==> config.mk <==
export PLATFORM = sky130hd
export DESIGN_NAME = drum_dot_accum
export DESIGN_NICKNAME = d
export VERILOG_FILES = /design/src/rtl/drum_pkg.sv /design/src/rtl/drum_acc_add.sv /design/src/rtl/drum_dot_accum.sv
export SDC_FILE = /design/constraint.sdc
export NUM_CORES = 1
export LEC_CHECK = 0
export BUFFER_PORTS_ARGS = -buffer_cell sky130_fd_sc_hd__clkbuf_2
export CAP_MARGIN = 40
export CORE_ASPECT_RATIO = 1.4
export CORE_MARGIN = 2
export CORE_UTILIZATION = 61
export CTS_CLUSTER_DIAMETER = 50
export DETAILED_ROUTE_END_ITERATION = 16
export PLACE_DENSITY = 0.86
export SLEW_MARGIN = 20
export SYNTH_ARGS = -nofsm -noshare
export SYNTH_HDL_FRONTEND = slang
export SYNTH_SLANG_ARGS = --single-unit
==> constraint.sdc <==
create_clock -name clk -period 5.9 [get_ports clk]
set_input_delay 1.18 -clock clk [delete_from_list [all_inputs] [get_ports clk]]
set_output_delay 1.18 -clock clk [all_outputs]
set_load 0.1 [all_outputs]
==> src/rtl/drum_pkg.sv <==
// drum_pkg: shared types and default widths for the DRUM product accumulator.
//
// Contents
//   DRUM_PROD_W       default product width (DRUM multiplier output r)
//   DRUM_ACC_W        default accumulator width
//   DRUM_MAX_LEN      default maximum products per packet
//   drum_acc_state_t  accumulator FSM state encoding
package drum_pkg;

  localparam int DRUM_PROD_W  = 32;
  localparam int DRUM_ACC_W   = 40;
  localparam int DRUM_MAX_LEN = 256;

  typedef enum logic [1:0] {
    IDLE  = 2'd0,
    ACCUM = 2'd1,
    HOLD  = 2'd2
  } drum_acc_state_t;

endpackage

==> src/rtl/drum_acc_add.sv <==
// drum_acc_add: combinational ACC_W-bit unsigned adder for the product accumulator.
//
// The carry is computed at ACC_W+1 bits. The build-time macro DRUM_ACC_SAT_EN
// selects the behaviour on carry out:
//   defined   : sum clamps to 2^ACC_W-1
//   undefined : sum wraps modulo 2^ACC_W
// Keeping the clamp here leaves the FSM in drum_dot_accum identical in both builds.
//
// Ports
//   a      in   ACC_W   running accumulator value (0 at packet start)
//   b      in   PROD_W  incoming product, zero-extended
//   sum    out  ACC_W   next accumulator value
//   carry  out  1       carry out of the ACC_W-bit addition
module drum_acc_add
  import drum_pkg::*;
#(
  parameter int PROD_W = DRUM_PROD_W,
  parameter int ACC_W  = DRUM_ACC_W
) (
  input  logic [ACC_W-1:0]  a,
  input  logic [PROD_W-1:0] b,
  output logic [ACC_W-1:0]  sum,
  output logic              carry
);

  logic [ACC_W:0] full;

  assign full  = {1'b0, a} + (ACC_W+1)'(b);
  assign carry = full[ACC_W];

`ifdef DRUM_ACC_SAT_EN
  // Once clamped, any further nonzero product carries again and re-clamps,
  // so the value stays at full scale for the rest of the packet without extra state.
  assign sum = carry ? {ACC_W{1'b1}} : full[ACC_W-1:0];
`else
  assign sum = full[ACC_W-1:0];
`endif

endmodule

==> src/rtl/drum_dot_accum.sv <==
// drum_dot_accum: streaming accumulator behind the 16x16 DRUM multiplier.
// Sums one packet of products and presents sum / element count / overflow
// downstream over a valid/ready handshake.
//
// Build option: DRUM_ACC_SAT_EN (see drum_acc_add) selects saturate vs. wrap.
//
// Ports
//   clk         in   1       rising-edge clock
//   rst         in   1       synchronous reset, active-high
//   prod_valid  in   1       product beat valid
//   prod_ready  out  1       block can accept a product
//   prod_data   in   PROD_W  product
//   prod_last   in   1       final product of the packet
//   acc_valid   out  1       result valid
//   acc_ready   in   1       downstream accepts the result
//   acc_data    out  ACC_W   packet sum
//   acc_count   out  CNT_W   number of products summed
//   acc_ovf     out  1       sticky carry-out flag for the packet
//
// state | meaning
// ------+--------------------------------------------------------------
// IDLE  | no packet open; next beat starts a new sum
// ACCUM | packet open; beats add into the running sum
// HOLD  | result presented (acc_valid=1); input stalled until acc_ready
module drum_dot_accum
  import drum_pkg::*;
#(
  parameter int PROD_W  = DRUM_PROD_W,
  parameter int ACC_W   = DRUM_ACC_W,
  parameter int MAX_LEN = DRUM_MAX_LEN,
  localparam int CNT_W  = $clog2(MAX_LEN+1)
) (
  input  logic              clk,
  input  logic              rst,
  input  logic              prod_valid,
  output logic              prod_ready,
  input  logic [PROD_W-1:0] prod_data,
  input  logic              prod_last,
  output logic              acc_valid,
  input  logic              acc_ready,
  output logic [ACC_W-1:0]  acc_data,
  output logic [CNT_W-1:0]  acc_count,
  output logic              acc_ovf
);

  drum_acc_state_t  state;
  logic [ACC_W-1:0] acc;
  logic [CNT_W-1:0] cnt;
  logic             ovf;
  logic             valid_q;

  logic [ACC_W-1:0] add_a;
  logic [ACC_W-1:0] add_sum;
  logic             add_carry;
  logic [CNT_W-1:0] cnt_next;
  logic             beat;
  logic             close;

  // Ready is a decode of the state register; gating with rst keeps it low
  // in the reset cycle and high from the first IDLE cycle after reset.
  assign prod_ready = (state != HOLD) & ~rst;
  assign beat       = prod_valid & prod_ready;

  // A new packet starts from zero so the same adder serves both IDLE and ACCUM.
  assign add_a    = (state == IDLE) ? '0 : acc;
  assign cnt_next = (state == IDLE) ? CNT_W'(1) : cnt + CNT_W'(1);
  assign close    = prod_last | (cnt_next == CNT_W'(MAX_LEN));

  drum_acc_add #(
    .PROD_W (PROD_W),
    .ACC_W  (ACC_W)
  ) u_add (
    .a     (add_a),
    .b     (prod_data),
    .sum   (add_sum),
    .carry (add_carry)
  );

  always_ff @(posedge clk) begin
    if (rst) begin
      state   <= IDLE;
      acc     <= '0;
      cnt     <= '0;
      ovf     <= 1'b0;
      valid_q <= 1'b0;
    end else begin
      case (state)
        IDLE, ACCUM: begin
          if (beat) begin
            acc <= add_sum;
            cnt <= cnt_next;
            // The flag restarts with each packet and is sticky within it.
            ovf <= add_carry | (ovf & (state == ACCUM));
            if (close) begin
              state   <= HOLD;
              valid_q <= 1'b1;
            end else begin
              state <= ACCUM;
            end
          end
        end
        HOLD: begin
          if (acc_ready) begin
            state   <= IDLE;
            valid_q <= 1'b0;
          end
        end
        default: begin
          state   <= IDLE;
          valid_q <= 1'b0;
        end
      endcase
    end
  end

  assign acc_valid = valid_q;
  assign acc_data  = acc;
  assign acc_count = cnt;
  assign acc_ovf   = ovf;

endmodule
Yosys cells after proc, flatten, opt, wreduce, memory -nomap -nowiden
Index checks and enable logic that the tools add are counted.
{ "word_totals": {"elab_cells": 35, "reg_bits": 53, "in_bits": 37} }
{ "classes": {"bitwise": 6, "n_addsub": 2, "n_eq_ne": 7, "reduce_logical": 5, "muxes": 10} }
{ "ops": {"columns": ["op", "count"], "rows": [
  ["adder 40 x 32 -> 41 bit", 1],
  ["two-way mux 40 bit", 1],
  ["adder 9 x 1 -> 9 bit, second input constant", 1],
  ["== test 9 bit, second input constant", 1],
  ["two-way mux 9 bit", 1],
  ["!= test 2 bit, second input constant", 4],
  ["two-way mux 2 bit", 3],
  ["one-hot mux 2 bit (2 select lines)", 1],
  ["AND reduction 2 bit", 2],
  ["AND 1 bit", 3],
  ["two-way mux 1 bit", 3],
  ["AND reduction 3 bit", 1],
  ["== test 2 x 1 -> 1 bit, second input constant", 1],
  ["== test 2 bit, second input constant", 1],
  ["logical NOT 2 bit", 1],
  ["OR 1 bit", 2],
  ["one-hot mux 1 bit (2 select lines)", 1],
  ["OR reduction 2 bit", 1],
  ["NOT 1 bit", 1]
]} }

Logic depth before layout (Yosys ltp)
{ "depth": {"ltp_word": 7, "mapped_depth": 14, "mapped_depth_nobuf": 11} }

Hierarchy
From an unflattened synthesis, not the netlist that was laid out.
{ "hier_totals": {"hier_cells": 655, "hier_area_um2": 4742.0} }
{ "modules_own_cells": {"columns": ["module", "seq_area_each_um2", "area_each_um2", "instances", "cells_per_inst"], "rows": [
  ["drum_acc_add", 0.0, 2376.0, 1, 342],
  ["drum_dot_accum", 1061.0, 2366.0, 1, 313]
]} }

Worst setup path before layout
No wires, ideal clock.
{ "synth_path": {"path_kind": "input port to output port", "from": "input rst", "to": "output prod_ready", "path_slack_ps": 1469, "arrival_time_ps": 3251, "path_stages": 4, "n_path_buf": 3, "cell_sequence": "clkbuf_1 buf_1 buf_1 a21oi_1"} }
{ "synth_via": {"elab_chain_len": 2} }
{ "synth_lines": {"columns": ["element", "line", "source"], "rows": [
  ["from (decl)", "drum_dot_accum.sv:34", "input logic rst,"],
  ["NOT 1 bit", "drum_dot_accum.sv:61", "assign prod_ready = (state != HOLD) & ~rst;"],
  ["AND 1 bit", "drum_dot_accum.sv:61", null],
  ["to (decl)", "drum_dot_accum.sv:36", "output logic prod_ready,"]
]} }
Every way passes these cells.

Worst setup path in the final report
{ "layout_path": {"from": "register state[0]", "to": "register acc[38], in the netlist acc_data[38]"} }
{ "layout_via": {"elab_chain_len": 4, "elab_cells_between_ends": 9, "cone_classes": "add/sub (1); eq/ne (2); mux (1); bitwise (2); reduce/logical (3)"} }
{ "layout_lines": {"columns": ["element", "line", "source"], "rows": [
  ["from (decl)", "drum_dot_accum.sv:46", "drum_acc_state_t state;"],
  ["from (signal assigned)", "drum_dot_accum.sv:81", "state <= IDLE;"],
  ["from (signal assigned)", "drum_dot_accum.sv:95", "state <= HOLD;"],
  ["from (signal assigned)", "drum_dot_accum.sv:98", "state <= ACCUM;"],
  ["branches (longest 4 deep; another with adder 40 x 32 -> 41 bit)", null, null],
  ["to (signal assigned)", "drum_dot_accum.sv:90", "acc <= add_sum;"],
  ["to (decl)", "drum_dot_accum.sv:47", "logic [ACC_W-1:0] acc;"]
]} }
Parallel ways; which one is timed is not known.
A chain may end at the register's enable or synchronous reset.

==> flow_metrics.py <==
metrics = {
    "finish": {
        "instances_no_fill": 763,
        "diodes": 0,
        "syn_to_final_growth_pct": 13.1,
        "final_nets": 739,
        "drive_above_1_share": 0.175,
    },
    "logic_synthesis": {
        "synth_top_area_share": 0.238,
        "synthTopCellsByArea": "dfxtp_1 (24%), ha_1 (9.2%), a21oi_1 (7.5%), nand2_1 (6.6%), and2_1 (5.6%)",
        "ys_types": 69,
        "syn_area_um2": 4460,
        "synth_nets": 672,
        "syn-instance-count": 601,
        "yosysSeqAreaShare": 0.238,
        "synth_edf_count": 0,
        "synth_commonest_cells": "nand2_1 (79), a21oi_1 (67), dfxtp_1 (53), nor2_1 (44), and2_1 (40)",
        "syn_area_per_cell_um2": 7.43,
        "synth_warnings": 0,
        "yosysMostFrequentCell": "nand2_1",
        "synthArstFlopShare": 0,
        "ys.flop_type": "dfxtp_1",
        "ys_seq_elements": 53,
        "yosysTopAreaCell": "dfxtp_1",
    },
    "sta": {
        "period_needed_ns": 3.96,
        "fin_skew_ns": 0.0192,
        "rsz0062_at_grt": "no",
        "fin_crit_sh": 0.671,
        "hold_viol": 0,
        "finalSetupViolCount": 0,
        "fin_hold_ws_ns": 0.472,
        "maxSlewViolCount": 0,
        "layout_setup_ws_ns": 1.94,
        "fmax_ghz": 0.253,
        "finalSetupTns_ns": 0,
        "slew_headroom": 0.483,
        "worstMarginPinSlew_ns": 0.774,
    },
    "cts": {
        "clk_pin_slew_ns": 0.10,
        "cts_setup_buffers": 0,
        "clock_path_buffers": 2,
        "numCtsBuffers": 5,
        "cts.sinks": 53,
        "cts_tree": "done",
        "root_buffer": "clkbuf_8",
        "holdBufCountCts": 0,
        "cts.repair.resized": 0,
        "htreeDepth": 2,
        "clk_latency_ns": 0.33,
    },
    "die": {
        "die_area_um2": 8030,
        "row_count": 36,
        "core_um2": 7030,
        "fp.dieW_um": 76.3,
        "start_util": 0.635,
        "die_h_um": 105,
        "ioPinCount": 89,
    },
    "global_route": {
        "grt_usage": 0.297,
        "gr-total-overflow": 0,
        "grt_start_max_net_pins": 35,
        "antenna_found_initial": 0,
        "grt_pass1_wl_mm": 20.0,
        "use_met3": 0.0377,
        "grt_pass1_vias": 4545,
        "met2_usage": 0.554,
        "grtUsageMet1": 0.339,
        "busiest_layer": "met2",
    },
    "worst_setup_path": {
        "r2r.worst_path.cells": 12,
        "critPathLaunchType": "flip-flop",
        "path_class": "reg -> reg",
        "cp.arrival_ns": 4.18,
        "timing.rr.end": "acc_data[38]$_SDFFE_PP0P_",
        "r2r_slack_ns": 1.94,
        "critPathRequiredTime_ns": 6.12,
        "crit_path_end_kind": "flip-flop",
        "worstPathMaxFanout": 22,
        "cp-startpoint": "state[0]$_SDFFE_PP0P_",
        "r2r_start": "state[0]$_SDFFE_PP0P_",
    },
    "power_and_ir_drop": {
        "powerDensity_nw_per_um2": 188,
        "p_seq_frac": 0.408,
        "power_frac_clock": 0.274,
        "p_comb_frac": 0.318,
        "netSwitchingFraction": 0.396,
        "max-vdd-ir-drop_mv": 0.148,
        "p_leak_nw": 2.23,
        "p_sw_w": 0.000376,
        "p_int_w": 0.000574,
    },
    "flow_run": {
        "max_cap_viol_count": 0,
    },
    "detailed_routing": {
        "ant_nets": 0,
        "vias": 4811,
        "drtIter0Drc": 403,
        "vias_per_cell": 6.31,
        "wl_per_cell_um": 15.8,
        "drt-pass1-iter-count": 7,
        "drc": 0,
        "routed_wl_mm": 12.1,
    },
    "place": {
        "place_hpwl_mm": 9.01,
        "portBuffers": 88,
        "dpl_worst_slack_ns": 1.99,
        "place_inst": 756,
        "place_congestion": 1.04,
    },
    "min_path": {
        "holdCritStartpoint": "acc_data[9]$_SDFFE_PP0P_",
        "min_path_cells": 2,
        "hold_path_class": "reg -> reg",
        "hold_end": "acc_data[9]$_SDFFE_PP0P_",
    },
    "run_status": {
        "status": "finished clean",
    },
}
-- routing by layer --
layer	vias up	share of wire
met4	0	0.027
met5	-	0
met3	37	0.058
met1	2203	0.40
li1	2350	-
met2	221	0.52
-- critical path, cell delays in order (launching register included) --
cell and delay, ns:
dfxtp_1 0.46, or2_1 0.54, buf_4 0.33, and2_1 0.17, ha_1 0.22, fa_1 0.44, a211oi_1 0.34, o211ai_1 0.22
nand4_1 0.18, and4b_1 0.27, nor3_2 0.10, or2_1 0.28, o311ai_1 0.30
-- flip-flops by register name, summed over array words and instances (netlist names) --
name       flops
state          2
acc_count      9
acc_ovf        1
acc_valid      1
acc_data      40
-- cell type report --
class | instances | area [um^2]
multi-input combinational | 508 | 3250
fill | 595 | 1980
sequential | 53 | 1060
timing repair buffer | 92 | 483
tap | 95 | 119
clock buffer | 5 | 68.8
clock inverter | 2 | 38.8
inverter | 8 | 30.0
-- kinds of logic after synthesis --
| logic type | share of synthesized area |
|---|---|
| multiplexers | 0.00673 |
| XOR/XNOR | 0.0314 |
| adder cells (fa/ha/maj) | 0.0970 |
| AO/OA/AOI/OAI | 0.303 |
| flip-flops | 0.238 |
| buffers and inverters | 0.0350 |
| AND/OR/NAND/NOR | 0.290 |
-- placed cells by master (no fill, tap or decap), types with 10 or more instances in the layout --
| cell | instances |
|---|---|
| nor2_1 | 44 |
| a21o_1 | 13 |
| nand3_1 | 21 |
| a21oi_1 | 67 |
| clkbuf_2 | 88 |
| dfxtp_1 | 53 |
| and2_1 | 40 |
| ha_1 | 33 |
| nand2_1 | 79 |
| o21ai_0 | 33 |
| and3_1 | 13 |
| xnor2_1 | 10 |
| nand4_1 | 14 |
| nor3_1 | 15 |
-- through the flow --
step	utilization	power [W]	cell area (um^2)
after floorplan	-	0.000632	4460
after global placement	0.700	0.000687	4920
after detailed placement	0.703	0.000693	4940
after CTS	0.718	0.000952	5050
after global routing	0.718	0.000987	5050
final	0.718	0.000950	5050
-- worst max path at each step --
| stage | slack (ns) | end |
|---|---|---|
| finish | 1.94 | acc_data[38]$_SDFFE_PP0P_ |
| global route | 1.62 | acc_data[36]$_SDFFE_PP0P_ |
| CTS | 1.96 | acc_data[38]$_SDFFE_PP0P_ |
| detailed placement | 1.99 | acc_data[38]$_SDFFE_PP0P_ |
| global placement | 2.14 | acc_data[36]$_SDFFE_PP0P_ |
| floorplan | 1.47 | prod_ready |
-- power groups by stage --
stage	combinational [W]	clock (W)	sequential, W
floorplan	0.000129	0	0.000503
global placement	0.000292	0	0.000395
detailed placement	0.000298	0	0.000395
CTS	0.000299	0.000265	0.000387
global route	0.000322	0.000275	0.000390
finish	0.000302	0.000261	0.000388
No activity file was read; power rests on OpenSTA's default activity.
